`config.mk`:
```
export PLATFORM = sky130hd
export DESIGN_NAME = reg_bank
export DESIGN_NICKNAME = d
export VERILOG_FILES = /design/src/rtl/reg_bank.sv
export SDC_FILE = /design/constraint.sdc
export NUM_CORES = 1
export LEC_CHECK = 0
export ABC_AREA = 1
export ABC_CLOCK_PERIOD_IN_PS = 3800
export CAP_MARGIN = 20
export CORE_UTILIZATION = 50
export CTS_CLUSTER_DIAMETER = 50
export DETAILED_ROUTE_END_ITERATION = 16
export PLACE_DENSITY = 0.67
export SYNTH_ARGS = -nofsm -noshare
export SYNTH_HDL_FRONTEND = slang
export SYNTH_SLANG_ARGS = --single-unit
```
`constraint.sdc`:
```
create_clock -name clk -period 3.8 [get_ports clk]
set_input_delay 0.76 -clock clk [delete_from_list [all_inputs] [get_ports clk]]
set_output_delay 0.76 -clock clk [all_outputs]
set_load 0.05 [all_outputs]
```
`src/rtl/reg_bank.sv`:
```
`default_nettype none
// ============================================================================
//  Module   : reg_bank
//  Purpose  : Parametrised configuration/status register bank. DEPTH words of
//             DATA_WIDTH bits, byte-strobed writes, one-cycle registered reads
//             with a valid strobe, out-of-range / busy error strobe, and a
//             hardware clear sequencer that runs after every reset.
//  Ports    : clk, rst                   - clock, synchronous active-high reset
//             wr_in, rd_in               - single-cycle write / read requests
//             addr_in, data_in, be_in    - word address, write data, byte enables
//             data_out, data_valid_out   - read data and its strobe
//             err_out                    - bad address or request while busy
//             busy_out                   - clear sequencer running
//             parity_err_out, par_flip_in- only with REG_BANK_PARITY_EN
//  Options  : `define REG_BANK_PARITY_EN adds one even-parity bit per stored
//             byte, a parity-mismatch flag on reads and a parity-inject input.
//  Revision : 1.0 - initial release
// ============================================================================
module reg_bank #(
    parameter int                    DEPTH      = 16,
    parameter int                    DATA_WIDTH = 32,
    parameter logic [DATA_WIDTH-1:0] INIT_VALUE = '0
) (
    input  logic                         clk,
    input  logic                         rst,
    input  logic                         wr_in,
    input  logic                         rd_in,
    input  logic [$clog2(DEPTH)-1:0]     addr_in,
    input  logic [DATA_WIDTH-1:0]        data_in,
    input  logic [DATA_WIDTH/8-1:0]      be_in,
    output logic [DATA_WIDTH-1:0]        data_out,
    output logic                         data_valid_out,
    output logic                         err_out,
    output logic                         busy_out
`ifdef REG_BANK_PARITY_EN
    ,
    output logic                         parity_err_out,
    input  logic                         par_flip_in
`endif
);

    localparam int                ADDR_W  = $clog2(DEPTH);
    localparam int                BE_W    = DATA_WIDTH / 8;
    localparam logic [ADDR_W-1:0] C_LAST  = ADDR_W'(DEPTH - 1);
    localparam logic [ADDR_W-1:0] C_ONE   = ADDR_W'(1);
    // One extra bit so non-power-of-two depths compare correctly.
    localparam logic [ADDR_W:0]   C_DEPTH = (ADDR_W + 1)'(DEPTH);

    typedef enum logic [0:0] {
        S_CLEAR = 1'b0,
        S_IDLE  = 1'b1
    } state_t;

    state_t                r_state;
    state_t                w_state_nxt;
    logic [ADDR_W-1:0]     r_clr_cnt;
    logic                  w_clearing;
    logic                  w_idle;
    logic                  w_addr_ok;
    logic                  w_clr_last;

    logic [DATA_WIDTH-1:0] r_mem [DEPTH];
    logic [ADDR_W-1:0]     w_mem_addr;
    logic [DATA_WIDTH-1:0] w_mem_wdata;
    logic [BE_W-1:0]       w_mem_be;

    logic [DATA_WIDTH-1:0] r_data;
    logic                  r_valid;
    logic                  r_err;

    assign w_clearing = (r_state == S_CLEAR);
    assign w_idle     = (r_state == S_IDLE);
    assign w_addr_ok  = ({1'b0, addr_in} < C_DEPTH);
    assign w_clr_last = (r_clr_cnt == C_LAST);

    // ------------------------------------------------------------------
    // Clear sequencer
    // ------------------------------------------------------------------
    always_ff @(posedge clk) begin
        if (rst) begin
            r_state   <= S_CLEAR;
            r_clr_cnt <= '0;
        end else begin
            r_state <= w_state_nxt;
            if (w_clearing) begin
                r_clr_cnt <= w_clr_last ? '0 : (r_clr_cnt + C_ONE);
            end
        end
    end

    always_comb begin
        w_state_nxt = r_state;
        if (w_clearing && w_clr_last) begin
            w_state_nxt = S_IDLE;
        end
    end

    // ------------------------------------------------------------------
    // Single write port shared by the clear sequencer and host writes.
    // While clearing, host writes are dropped entirely.
    // ------------------------------------------------------------------
    always_comb begin
        w_mem_addr  = addr_in;
        w_mem_wdata = data_in;
        w_mem_be    = '0;
        if (w_clearing) begin
            w_mem_addr  = r_clr_cnt;
            w_mem_wdata = INIT_VALUE;
            w_mem_be    = '1;
        end else if (wr_in && w_addr_ok) begin
            w_mem_be    = be_in;
        end
    end

    always_ff @(posedge clk) begin
        if (!rst) begin
            for (int i = 0; i < BE_W; i++) begin
                if (w_mem_be[i]) begin
                    r_mem[w_mem_addr][8*i +: 8] <= w_mem_wdata[8*i +: 8];
                end
            end
        end
    end

`ifdef REG_BANK_PARITY_EN
    logic [BE_W-1:0] r_par [DEPTH];
    logic            w_flip;
    logic            w_par_mismatch;
    logic            r_perr;

    // Injected parity errors only apply to host writes, never to clearing.
    assign w_flip = w_clearing ? 1'b0 : par_flip_in;

    always_ff @(posedge clk) begin
        if (!rst) begin
            for (int i = 0; i < BE_W; i++) begin
                if (w_mem_be[i]) begin
                    r_par[w_mem_addr][i] <= (^w_mem_wdata[8*i +: 8]) ^ w_flip;
                end
            end
        end
    end

    always_comb begin
        w_par_mismatch = 1'b0;
        for (int i = 0; i < BE_W; i++) begin
            w_par_mismatch = w_par_mismatch |
                             (r_par[addr_in][i] != (^r_mem[addr_in][8*i +: 8]));
        end
    end

    always_ff @(posedge clk) begin
        if (rst) begin
            r_perr <= 1'b0;
        end else begin
            r_perr <= w_idle & rd_in & w_addr_ok & w_par_mismatch;
        end
    end

    assign parity_err_out = r_perr;
`endif

    // ------------------------------------------------------------------
    // Read response. The memory is sampled before this edge's write lands,
    // which gives read-before-write on a same-address collision.
    // ------------------------------------------------------------------
    always_ff @(posedge clk) begin
        if (rst) begin
            r_data  <= '0;
            r_valid <= 1'b0;
            r_err   <= 1'b0;
        end else begin
            r_valid <= rd_in;
            if (w_idle) begin
                r_err <= (rd_in | wr_in) & ~w_addr_ok;
                if (rd_in) begin
                    r_data <= w_addr_ok ? r_mem[addr_in] : '0;
                end
            end else begin
                r_err <= rd_in | wr_in;
                if (rd_in) begin
                    r_data <= '0;
                end
            end
        end
    end

    assign data_out       = r_data;
    assign data_valid_out = r_valid;
    assign err_out        = r_err;
    assign busy_out       = w_clearing;

endmodule
`default_nettype wire
```
After elaboration in Yosys (flattened, before gate mapping)
Memories as Yosys holds them, arrays and structs flattened.
Cells that the tools add are included.

word-level totals
  bits in registers = 39
  output and inout port bits = 35
  bits in latches = 0
  RAM bits = 512
  bits in read-only memories = 0
  memories kept = 1

memories
  memory  depth  width  read ports  clocked after Yosys merged registers in  wr ports  RTL line  text
  r_mem   16     32     1           0                                        1         62        logic [DATA_WIDTH-1:0] r_mem [DEPTH];

cells by class
  muxes and demuxes = 20
  shift-type cells = 0
  divide/modulo/power cells = 0
  eq/ne operators = 1
  $lt $le $gt $ge = 0
  bitwise operators = 2
  $mul = 0
  add/subtract/negate cells = 1
  reduce and logical (&&, ||, !) cells = 2

operator list
  cell                                                            count
  32-bit 2-to-1 mux                                               4
  4-bit 2-to-1 mux                                                4
  1-bit 2-to-1 mux                                                12
  4-bit by 1-bit adder with 4-bit output (second input constant)  1
  4-bit equality test (second input constant)                     1
  2-bit OR reduction                                              1
  1-bit logical AND                                               1
  1-bit inverter                                                  1
  1-bit OR                                                        1

Depth between registers and ports, before layout
  depth in word-level cells = 5
  gate-level depth with buffers = 12
  mapped depth without buffers = 9

Worst setup path before layout
No wires, ideal clock.

  path type = input port to flip-flop
  from = input addr_in[2]
  to = memory r_mem[10][0], enable pin
  required time = 3430 ps
  stages on the path = 8
  library setup time = 370 ps
  buffers on the path = 1
  slack = 1505 ps
  arrival time = 1925 ps
  cell sequence = clkbuf_1 inv_2 nand2_1 o21ai_1 inv_1 nor2_1 nand2_1 nor2_1

between the ends
  cells in the longest elaborated chain, start to end = 1

ends and longest elaborated chain
  what                RTL line  text
  start: declaration  28        input logic [$clog2(DEPTH)-1:0] addr_in,
  4-bit 2-to-1 mux    106       if (w_clearing) begin
  end: declaration    62

Every way passes these cells.

Worst setup path in the final report
  from = register r_state
  to = output busy_out

between the ends
  cells in the longest elaborated chain, start to end = 1

ends and longest elaborated chain
  what                      RTL line  text
  start: declaration        54        state_t r_state;
  start signal: assignment  84        r_state <= w_state_nxt;
  1-bit inverter            71        assign w_clearing = (r_state == S_CLEAR);
  end: declaration          34        output logic busy_out

Every way passes these cells.

==> impl_metrics.json <==
{
  "run_status": "finished, final reports clean",
  "track_usage": 0.236,
  "startpoint_type": "register",
  "cts.sinks": 551,
  "p_total_w": 0.0128,
  "cp_max_fo": 30,
  "cts_hold_buffers": 0,
  "cts_tree": "done",
  "p_clk_frac": 0.428,
  "seqCellArea_mm2": 0.0162,
  "drt_iter0_markers": 1576,
  "max_freq_mhz": 305,
  "area_growth_pct": 12.1,
  "synth_edf_count": 512,
  "io_pins": 79,
  "p_per_area_mw_per_mm2": 476,
  "hold_viol_final": 0,
  "drv_slew": 0,
  "cellInternalPower_w": 0.0101,
  "required_ns": 3.04,
  "tns_ns": 0,
  "final_cell_mix": "nand2_1, edfxtp_1, inv_1, nand3_1, clkdlybuf4s50_1",
  "htreeDepth": 2,
  "vias": 16187,
  "synth-compound-area-share": 0.0102,
  "post_synth_and_or_nand_nor_area_fraction": 0.216,
  "dp_hpwl_mm": 32.4,
  "min_period_ns": 3.28,
  "swShare": 0.216,
  "multi_input_comb_area_mm2": 0.00546,
  "fin_nets": 2508,
  "die-area_mm2": 0.0490,
  "synth_area_mm2": 0.0241,
  "clkSlewWorstSetupHoldPaths_ns": 0.06,
  "synthAdderAreaFrac": 0.000520,
  "syn-instance-count": 2409,
  "cts_root_buf": "clkbuf_16",
  "wl_met2_mm": 27.3,
  "clockBufferDepth": 3,
  "antenna_left": 0,
  "drcViolationCount": 0,
  "n_fill_cell": 4025,
  "ys_types": 25,
  "drv_cap": 0,
  "syn_area_per_cell_um2": 9.99,
  "diodes": 0,
  "dr.pass1.iters": 5,
  "synth_top_family_by_area": "simple AND/OR/NAND/NOR gates",
  "fin_crit_sh": 0.863,
  "combPwrFrac": 0.055,
  "numPortBuffers": 78,
  "leakage_nw": 11.6,
  "fp.dieW_um": 221,
  "grt_max_degree": 257,
  "slew-limit-headroom": 0.237,
  "place.gp.congestion": 0.879,
  "synth_seq_cells": 551,
  "final_area_mm2": 0.0270,
  "ys.flop_type": "edfxtp_1",
  "wl_mm": 57.5,
  "die_h_um": 221,
  "viasPerCell": 5.18,
  "vdd_drop_max_mv": 0.360,
  "mostFrequentLayoutCell": "nand2_1",
  "drive_above_1_share": 0.0558,
  "cts_resized": 0,
  "power.switching_w": 0.00278,
  "finalSetupViolCount": 0,
  "synth_mux_area_frac": 0,
  "wl_per_cell_um": 18.4,
  "finalHoldWorstSlack_ns": 0.466,
  "fin_worst_skew_ns": 0.0140,
  "grt_pass1_vias": 15665,
  "grt_pass1_wl_mm": 88.8,
  "clock_latency_ns": 0.60,
  "rsz0062_at_grt": "false",
  "post-cts-setup-buffers": 0,
  "fp-row-count": 80,
  "syn-num-nets": 2454,
  "grt_antenna_before_repair": 0,
  "gr-total-overflow": 0,
  "worst_slew_pin_slew_ns": 1.15,
  "crit_type": "register to output port",
  "cp-end-kind": "output port",
  "place_area_mm2": 0.0251,
  "yosys.area_share.xor_xnor": 0.000364,
  "hp-class": "register to register",
  "async_flop_share": 0,
  "routed.top_layer": "met4",
  "coreArea_mm2": 0.0476,
  "cp.arrival_ns": 2.52,
  "yosysWarnings": 0,
  "finish.utilization": 0.566,
  "cts_buffers": 57,
  "wl_met1_mm": 24.3,
  "start_util": 0.505,
  "seqPwrFrac": 0.517,
  "wl_met3_mm": 3.91,
  "yosysSeqAreaShare": 0.672
}
-- per-stage QoR --
step           worst slack (ns)  cells
2_1_floorplan              1.50   2409
3_3_place_gp              0.850   3019
3_5_place_dp              0.764   3019
4_1_cts                   0.512   3123
5_1_grt                   0.472   3123
6_report                  0.520   3123
-- per-layer routing --
layer  track usage  up-vias
met2         0.381      553
met3        0.0361      102
li1              -     7802
met4        0.0961        0
met5             0        -
met1         0.321     7730
-- registers in the layout (all words and copies together) (netlist names) --
name / flops
r_clr_cnt: 4
err_out: 1
data_out: 32
r_mem: 512
r_state: 1
data_valid_out: 1
-- cells in the mapped netlist (9+ instances only) --
cell type / n / share of area
buf_2: 62 / 0.013
buf_6: 29 / 0.014
buf_4: 9 / 0.0028
nor2_1: 72 / 0.011
clkbuf_1: 12 / 0.0019
dfxtp_1: 39 / 0.032
a21oi_1: 35 / 0.0073
buf_1: 12 / 0.0019
edfxtp_1: 512 / 0.64
nand3_1: 385 / 0.080
inv_1: 426 / 0.066
nand2_1: 792 / 0.12
-- path summary, 6_finish.rpt --
kind	start	endpoint	slack, ns	cells past startpoint
min	data_out[6]	data_out[6]	0.47	2
min reg2reg	data_out[6]	data_out[6]	0.47	2
max	r_state	busy_out	0.52	2
max reg2reg	r_state	r_mem[10][21]	0.76	6
-- worst max-delay path, cell delays in order, from the launching register on --
cell	delay, ns
dfxtp_2	0.79
inv_1	0.26
clkdlybuf4s50_1	0.86
-- power by group through the flow --
stage	Clock (W)	Sequential [W]	Combinational [W]
after floorplan	0	0.00677	0.000493
after global placement	0	0.00677	0.000697
after detailed placement	0	0.00677	0.000707
after CTS	0.00556	0.00664	0.000711
after global routing	0.00575	0.00664	0.000781
final	0.00549	0.00664	0.000709
-- final cells by class --
cell class,instances,share of cell area
sequential,551,0.599
multi-input combinational,1302,0.203
inverter,431,0.0603
clock buffer,72,0.0565
timing repair buffer,120,0.0415
tap,615,0.0285
clock inverter,32,0.0117
-- kinds of logic after synthesis --
group / after synthesis
buffers and inverters: 556
adder cells (fa/ha/maj): 1
AND/OR/NAND/NOR: 1253
flip-flops: 551
XOR/XNOR: 1
AO/OA/AOI/OAI: 47
No activity file was read; power rests on OpenSTA's default activity.
